--- config.mk ---
export PLATFORM = sky130hd
export DESIGN_NAME = fire_ofm_serializer
export DESIGN_NICKNAME = d
export VERILOG_FILES = /design/src/rtl/fire_ofm_serializer.sv
export SDC_FILE = /design/constraint.sdc
export NUM_CORES = 1
export LEC_CHECK = 0
export CAP_MARGIN = 10
export CORE_AREA = 2 2 409 411
export DETAILED_ROUTE_END_ITERATION = 8
export DIE_AREA = 0 0 411 413
export DONT_BUFFER_PORTS = 1
export PLACE_DENSITY = 0.34
export SLEW_MARGIN = 15
export SYNTH_ARGS = -nofsm -noshare
export SYNTH_HDL_FRONTEND = slang
export SYNTH_SLANG_ARGS = --single-unit
export TNS_END_PERCENT = 1
--- constraint.sdc ---
create_clock -name clk -period 61.1 [get_ports clk]
set_input_delay 12.22 -clock clk [delete_from_list [all_inputs] [get_ports clk]]
set_output_delay 12.22 -clock clk [all_outputs]
set_load 0.01 [all_outputs]
--- src/rtl/fire_ofm_serializer.sv ---
// fire_ofm_serializer: parallel-to-serial bridge from a fire layer's MAC bank
// to the next layer's 16-bit ifm stream. One DSP_NO-wide vector (one pixel,
// all output channels) is captured per accepted ofm_valid strobe. It is then
// replayed one word per cycle, channel 0 first, under a valid/ready handshake.
// Fully drained vectors are counted, and layer_done is flagged after
// NUM_VECTORS of them.
//
// Build option: FIRE_SER_DBLBUF_EN
//   defined   -> two capture banks (ping-pong). The producer may load vector
//                k+1 while vector k drains.
//   undefined -> one capture bank. The producer must wait until the vector
//                has fully drained.
module fire_ofm_serializer #(
  parameter int DSP_NO      = 64,
  parameter int WIDTH       = 16,
  parameter int NUM_VECTORS = 256
) (
  input  logic                             clk,
  input  logic                             rst,
  input  logic                             ser_en,
  input  logic [WIDTH-1:0]                 ofm_in [0:DSP_NO-1],
  input  logic                             ofm_valid,
  output logic                             ofm_ready,
  output logic [WIDTH-1:0]                 ifm_out,
  output logic                             ifm_valid,
  input  logic                             ifm_ready,
  output logic [$clog2(DSP_NO)-1:0]        ch_idx,
  output logic [$clog2(NUM_VECTORS+1)-1:0] px_idx,
  output logic                             overflow,
  output logic                             layer_done
);

`ifdef FIRE_SER_DBLBUF_EN
  localparam int NBANK = 2;
`else
  localparam int NBANK = 1;
`endif

  localparam int CH_W  = $clog2(DSP_NO);
  localparam int PX_W  = $clog2(NUM_VECTORS + 1);
  localparam int PTR_W = (NBANK > 1) ? $clog2(NBANK) : 1;

  localparam logic [CH_W-1:0]  CH_LAST  = CH_W'(DSP_NO - 1);
  localparam logic [PX_W-1:0]  PX_LAST  = PX_W'(NUM_VECTORS - 1);
  localparam logic [PX_W-1:0]  PX_MAX   = PX_W'(NUM_VECTORS);
  localparam logic [PTR_W-1:0] PTR_LAST = PTR_W'(NBANK - 1);

  typedef enum logic [1:0] {IDLE, STREAM, DONE} state_t;

  state_t             state;
  logic               en_q;
  logic [NBANK-1:0]   full;
  logic [NBANK-1:0]   full_next;
  logic [PTR_W-1:0]   wr_ptr;
  logic [PTR_W-1:0]   rd_ptr;
  logic [PTR_W-1:0]   rd_ptr_next;
  logic [WIDTH-1:0]   bank [0:NBANK-1][0:DSP_NO-1];
  logic               capture;
  logic               last_hs;

  // Ready depends only on registered state: a bank freed on this edge is not
  // reported as ready until the following cycle.
  assign ofm_ready   = en_q && !layer_done && !(&full);
  assign capture     = ser_en && ofm_valid && ofm_ready;
  assign last_hs     = (state == STREAM) && ifm_valid && ifm_ready && (ch_idx == CH_LAST);
  assign rd_ptr_next = (rd_ptr == PTR_LAST) ? '0 : rd_ptr + 1'b1;
  assign ifm_out     = ifm_valid ? bank[rd_ptr][ch_idx] : '0;

  // Bank occupancy after this edge: the drained bank is freed and a capture fills the write bank.
  always_comb begin
    full_next = full;
    if (last_hs) full_next[rd_ptr] = 1'b0;
    if (capture) full_next[wr_ptr] = 1'b1;
  end

  // Vector storage is written whole on a capture; it needs no reset because full[] guards it.
  always_ff @(posedge clk) begin
    if (capture) begin
      for (int i = 0; i < DSP_NO; i++) bank[wr_ptr][i] <= ofm_in[i];
    end
  end

  // Drain FSM plus bank bookkeeping, pixel counter and the sticky flags.
  always_ff @(posedge clk or negedge rst) begin
    if (!rst) begin
      state      <= IDLE;
      en_q       <= 1'b0;
      full       <= '0;
      wr_ptr     <= '0;
      rd_ptr     <= '0;
      ch_idx     <= '0;
      px_idx     <= '0;
      ifm_valid  <= 1'b0;
      overflow   <= 1'b0;
      layer_done <= 1'b0;
    end else if (!ser_en) begin
      state      <= IDLE;
      en_q       <= 1'b0;
      full       <= '0;
      wr_ptr     <= '0;
      rd_ptr     <= '0;
      ch_idx     <= '0;
      px_idx     <= '0;
      ifm_valid  <= 1'b0;
      overflow   <= 1'b0;
      layer_done <= 1'b0;
    end else begin
      en_q <= 1'b1;
      full <= full_next;
      if (ofm_valid && !ofm_ready) overflow <= 1'b1;
      if (capture) wr_ptr <= (wr_ptr == PTR_LAST) ? '0 : wr_ptr + 1'b1;
      case (state)
        IDLE: begin
          if (full_next[rd_ptr]) begin
            state     <= STREAM;
            ch_idx    <= '0;
            ifm_valid <= 1'b1;
          end
        end
        STREAM: begin
          if (ifm_ready) begin
            if (ch_idx == CH_LAST) begin
              ch_idx <= '0;
              rd_ptr <= rd_ptr_next;
              if (px_idx != PX_MAX) px_idx <= px_idx + 1'b1;
              if (px_idx == PX_LAST) begin
                state      <= DONE;
                ifm_valid  <= 1'b0;
                layer_done <= 1'b1;
              end else if (!full_next[rd_ptr_next]) begin
                state     <= IDLE;
                ifm_valid <= 1'b0;
              end
            end else begin
              ch_idx <= ch_idx + 1'b1;
            end
          end
        end
        DONE: begin
          ifm_valid  <= 1'b0;
          layer_done <= 1'b1;
        end
        default: begin
          state     <= IDLE;
          ifm_valid <= 1'b0;
        end
      endcase
    end
  end

endmodule
==> impl.org <==
** Status
- The run finished with clean final reports.

** Die
- In this run the vertical extent of the chip is 413 um.
- Std cell rows :: 150
- In this run the standard cell core region covers 0.1659 mm2.
- Top Ports :: 1064
- Initial core utilization :: 0.2427
- Die width :: 411 um
- Area of the die :: 0.1697 mm2

** Routing
- For this run, the detailed router's first-pass iteration total came to 5.
- Detailed-route vias per instance :: 4.716
- Wires add up to 154.4 mm.
- The routed layout has 20140 vias.
- In this run, the number of DRC markers left after iteration 0 of detailed routing was 1948.
- Final routed wire length divided by cell count :: 36.16 um
- DRC violations left :: 0
- Number of nets still failing antenna checks after routing :: 0

** Yosys
- Fraction of the mapped netlist area in simple logic gates :: 0.02076
- Portion of synthesized cell area occupied by the leading cell type :: 0.7637
- The synthesized design spends more area on one cell type than any other, namely sky130_fd_sc_hd__edfxtp_1.
- Primary flip-flop cell chosen by synthesis mapping :: sky130_fd_sc_hd__edfxtp_1
- By instance count, the leading cell after synthesis is sky130_fd_sc_hd__edfxtp_1.
- The share of the synthesized area in compound gates (AO/OA/AOI/OAI) is 0.03499.
- XOR/XNOR Fraction of Synth Area :: 0.001523
- Post-Syn Area per Cell :: 22.06 um2
- Number of storage elements in the synthesis netlist :: 1046
- By count the netlist is led by sky130_fd_sc_hd__edfxtp_1 (1024), sky130_fd_sc_hd__mux4_2 (229), sky130_fd_sc_hd__mux2i_1 (62).
- Total standard cell area after synthesis :: 0.04026 mm2
- The netlist uses 56 different library cells.
- Synthesized netlist cell count :: 1825
- In this run, synthesis inferred 1024 flip-flops with an integrated enable.
- Share of flip-flops with an asynchronous set or reset after synthesis :: 0.02103
- Dominant combinational cell family by area after synthesis :: multiplexers
- Of the total synthesized cell area, the portion taken by full adders, half adders and majority gates is 0.001243.
- Post-synthesis net count :: 2858
- Leading cell types by total area after synthesis :: sky130_fd_sc_hd__edfxtp_1 (76%), sky130_fd_sc_hd__mux4_2 (13%), sky130_fd_sc_hd__mux2i_1 (1.5%)
- For this run, the number of Yosys warnings is 0.
- Portion of the post-synthesis area used by sequential elements :: 0.7774
- The portion of synthesized area spent on multiplexers is 0.1494.

** Clocking
- Clock tree from TritonCTS :: yes
- Clock insertion delay at the later pin of the skew report :: 770 ps
- Counting the buffers created by CTS gives 119.
- The clock passes through at most 3 buffers.
- In this run the number of H-tree levels came out at 3.
- The number of hold buffers added after CTS was 0.
- In this run, post-CTS repair resized a total of 0 instances.
- CTS root buffer :: sky130_fd_sc_hd__clkbuf_16
- Total number of clock tree sinks :: 1046
- After clock tree synthesis, the clock-pin slew on the worst setup and hold paths is 70 ps.
- Post-CTS setup repair buffer count :: 0

** GRT
- The number of antenna violations at the first check in global routing is 237.
- Entering global routing, the biggest net connects 195 pins.
- For this run the aggregate overflow at the end of global routing stands at 0.
- Vias in the first global route :: 20480
- The first global-routing pass estimated 197.1 mm of wire.
- Overall global routing resource usage :: 0.1758

** Placed design
- Once detailed placement completed, the half-perimeter wirelength came to 116.3 mm.
- The count of buffers added on input and output ports is 0.
- The number of placed instances, taps included, is 3973.
- The congestion estimate from routability-driven global placement came to 0.8231.
- In this run the cell area measured after placement is 0.04290 mm2.

** Worst setup path
- The worst setup path is of the reg -> out kind.
- The most critical setup path has its endpoint at ifm_out[9].
- Start point of the critical path :: ch_idx[1]
- Critical Path Start Type :: register
- At the worst endpoint, the required time is 48880 ps.
- Data arrives at the worst endpoint at 5440 ps.
- For the worst flop-to-flop path, the logic depth is 8.
- Maximum fanout along the worst path :: 40
- Setup slack of the worst register-to-register path :: 54990 ps
- The endpoint identified for the worst register-to-register timing path is bank[0][914].
- The worst setup path is captured at an output pin.
- Worst reg2reg startpoint :: layer_done

** Timing
- For this run, the top clock speed supported by timing is 56.61 MHz.
- Fin Clk Skew :: 52.34 ps
- Hold violation count in the final report :: 0
- Period Utilization, post-route :: 0.2891
- Measured against its own limit, the worst slew margin works out to 0.2010.
- Slew Limit Fails :: 0
- Adding up every negative setup slack in the final design gives 0 ps.
- Shortest period the worst path allows :: 17660 ps
- Setup violations remaining at the end of the flow were counted as 0.
- At the pin with the least slew margin, the transition time is 1198 ps.
- Unrepaired setup endpoints after global routing :: no

** Cells and area
- Util after Layout :: 0.2828
- Across the whole layout, storage elements account for 0.03132 mm2.
- Number of filler cells placed in the layout :: 16310
- Summing all multi-input logic gate instances after layout gives 0.008426 mm2.
- The area growth from synthesis to layout is 16.55%.
- Number of nets at the end of the flow :: 2924
- In the final layout, the share of cells above drive strength 1 is 0.2421.
- Post-route design area :: 0.04692 mm2
- The finished layout holds 4271 standard cells, fillers aside.

** Power and ir drop
- In this run the power density over the cells is 33.53 mW/mm2.
- Clock network fraction of total power :: 0.446
- Of the total power, registers draw 0.522.
- Of the total power, the share spent switching nets is 0.2125.
- Cell-internal power :: 1.239 mW
- Share of power burned in combinational logic :: 0.032
- Worst ir drop on vdd :: 0.02461 mV
- In this run the static leakage power is 13.89 nW.
- In this run the power spent charging and discharging nets is 0.3344 mW.

** Flow run
- Across the run, the number of max-cap violations was 0.

** Hold path
- In this run the worst hold path is classified as reg -> reg.
critical path, cell delays in order (launching register included):
cell and delay, ps:
sky130_fd_sc_hd__dfrtp_4 900, sky130_fd_sc_hd__buf_4 710, sky130_fd_sc_hd__buf_4 620, sky130_fd_sc_hd__mux2i_1 480, sky130_fd_sc_hd__o221ai_1 330, sky130_fd_sc_hd__buf_4 270
sky130_fd_sc_hd__a211oi_1 810, sky130_fd_sc_hd__o21ai_1 440
flip-flops by register name, summed over array words and instances, names as in the netlist:
name	flops
layer_done	1
overflow	1
state	2
ifm_valid	1
bank	1024
en_q	1
full	1
ch_idx	6
px_idx	9
per-layer routing:
layer,vias up,share of wire,wire length (um),GRT usage
li1,8003,-,-,-
met5,-,0.0050,766,0
met4,116,0.028,4391,0.04061
met2,1132,0.51,79210,0.3118
met3,462,0.095,14630,0.07578
met1,10430,0.36,55440,0.1933
power by group through the flow:
| stage | logic (mW) | clock network (mW) | registers [mW] |
|---|---|---|---|
| floorplan | 0.0364 | 0 | 0.873 |
| global placement | 0.0511 | 0 | 0.836 |
| detailed placement | 0.0518 | 0 | 0.837 |
| CTS | 0.0518 | 0.725 | 0.822 |
| global route | 0.0542 | 0.750 | 0.823 |
| finish | 0.0500 | 0.702 | 0.821 |
kinds of logic (layout without fill, tap and decap cells):
family / Yosys count / after routing
buf+inv: 110 / 268
fa+ha+maj: 4 / 4
compound gates: 194 / 194
mux: 312 / 312
xor+xnor: 7 / 7
flops: 1046 / 1046
simple gates: 152 / 152
other cells: 0 / 84
placed cells by master (no fill, tap or decap), types with 13 or more instances in the layout:
cell | netlist | final
sky130_fd_sc_hd__edfxtp_1 | 1024 | 1024
sky130_fd_sc_hd__mux4_2 | 229 | 229
sky130_fd_sc_hd__clkbuf_16 | 0 | 120
sky130_fd_sc_hd__diode_2 | 0 | 84
sky130_fd_sc_hd__mux2i_1 | 62 | 62
sky130_fd_sc_hd__buf_4 | 7 | 46
sky130_fd_sc_hd__o22ai_1 | 34 | 34
sky130_fd_sc_hd__a211oi_1 | 31 | 31
sky130_fd_sc_hd__clkbuf_1 | 39 | 29
sky130_fd_sc_hd__nand2_1 | 28 | 28
sky130_fd_sc_hd__nor3_1 | 23 | 22
sky130_fd_sc_hd__a21oi_1 | 22 | 22
sky130_fd_sc_hd__clkinv_1 | 0 | 21
sky130_fd_sc_hd__nor2b_1 | 22 | 19
sky130_fd_sc_hd__clkinv_2 | 0 | 18
sky130_fd_sc_hd__nand3_1 | 17 | 17
sky130_fd_sc_hd__dfrtp_1 | 22 | 17
sky130_fd_sc_hd__o221ai_1 | 15 | 15
sky130_fd_sc_hd__mux2_2 | 14 | 14
sky130_fd_sc_hd__a22oi_1 | 13 | 13
how the worst min path moves through the flow:
stage                     endpoint     start  cells after the start  slack [ps]
final                     overflow  overflow                      2         600
after detailed placement  overflow  overflow                      2         590
after global routing      overflow  overflow                      2         660
after CTS                 overflow  overflow                      2         600
after global placement    overflow  overflow                      2         600
after floorplan           overflow  overflow                      2         550
area by class of cell:
class,count,share of cell area
flip-flops and latches,1046,0.6674
multi-input cells,669,0.1796
clock buffers,152,0.06719
well taps,2204,0.05877
clock inverters,61,0.01344
repair buffers,49,0.008639
diodes,84,0.004480
inverters,6,0.0004800
metrics by stage:
stage	hold slack (ps)	setup slack [ps]	total power, mW
after floorplan	548.8	2723	0.9097
after global placement	595.3	43500	0.8870
after detailed placement	587.3	43210	0.8886
after CTS	604.5	43030	1.598
after global routing	657.9	43050	1.628
final	599.3	43440	1.573
(Power assumes the default switching activity.)
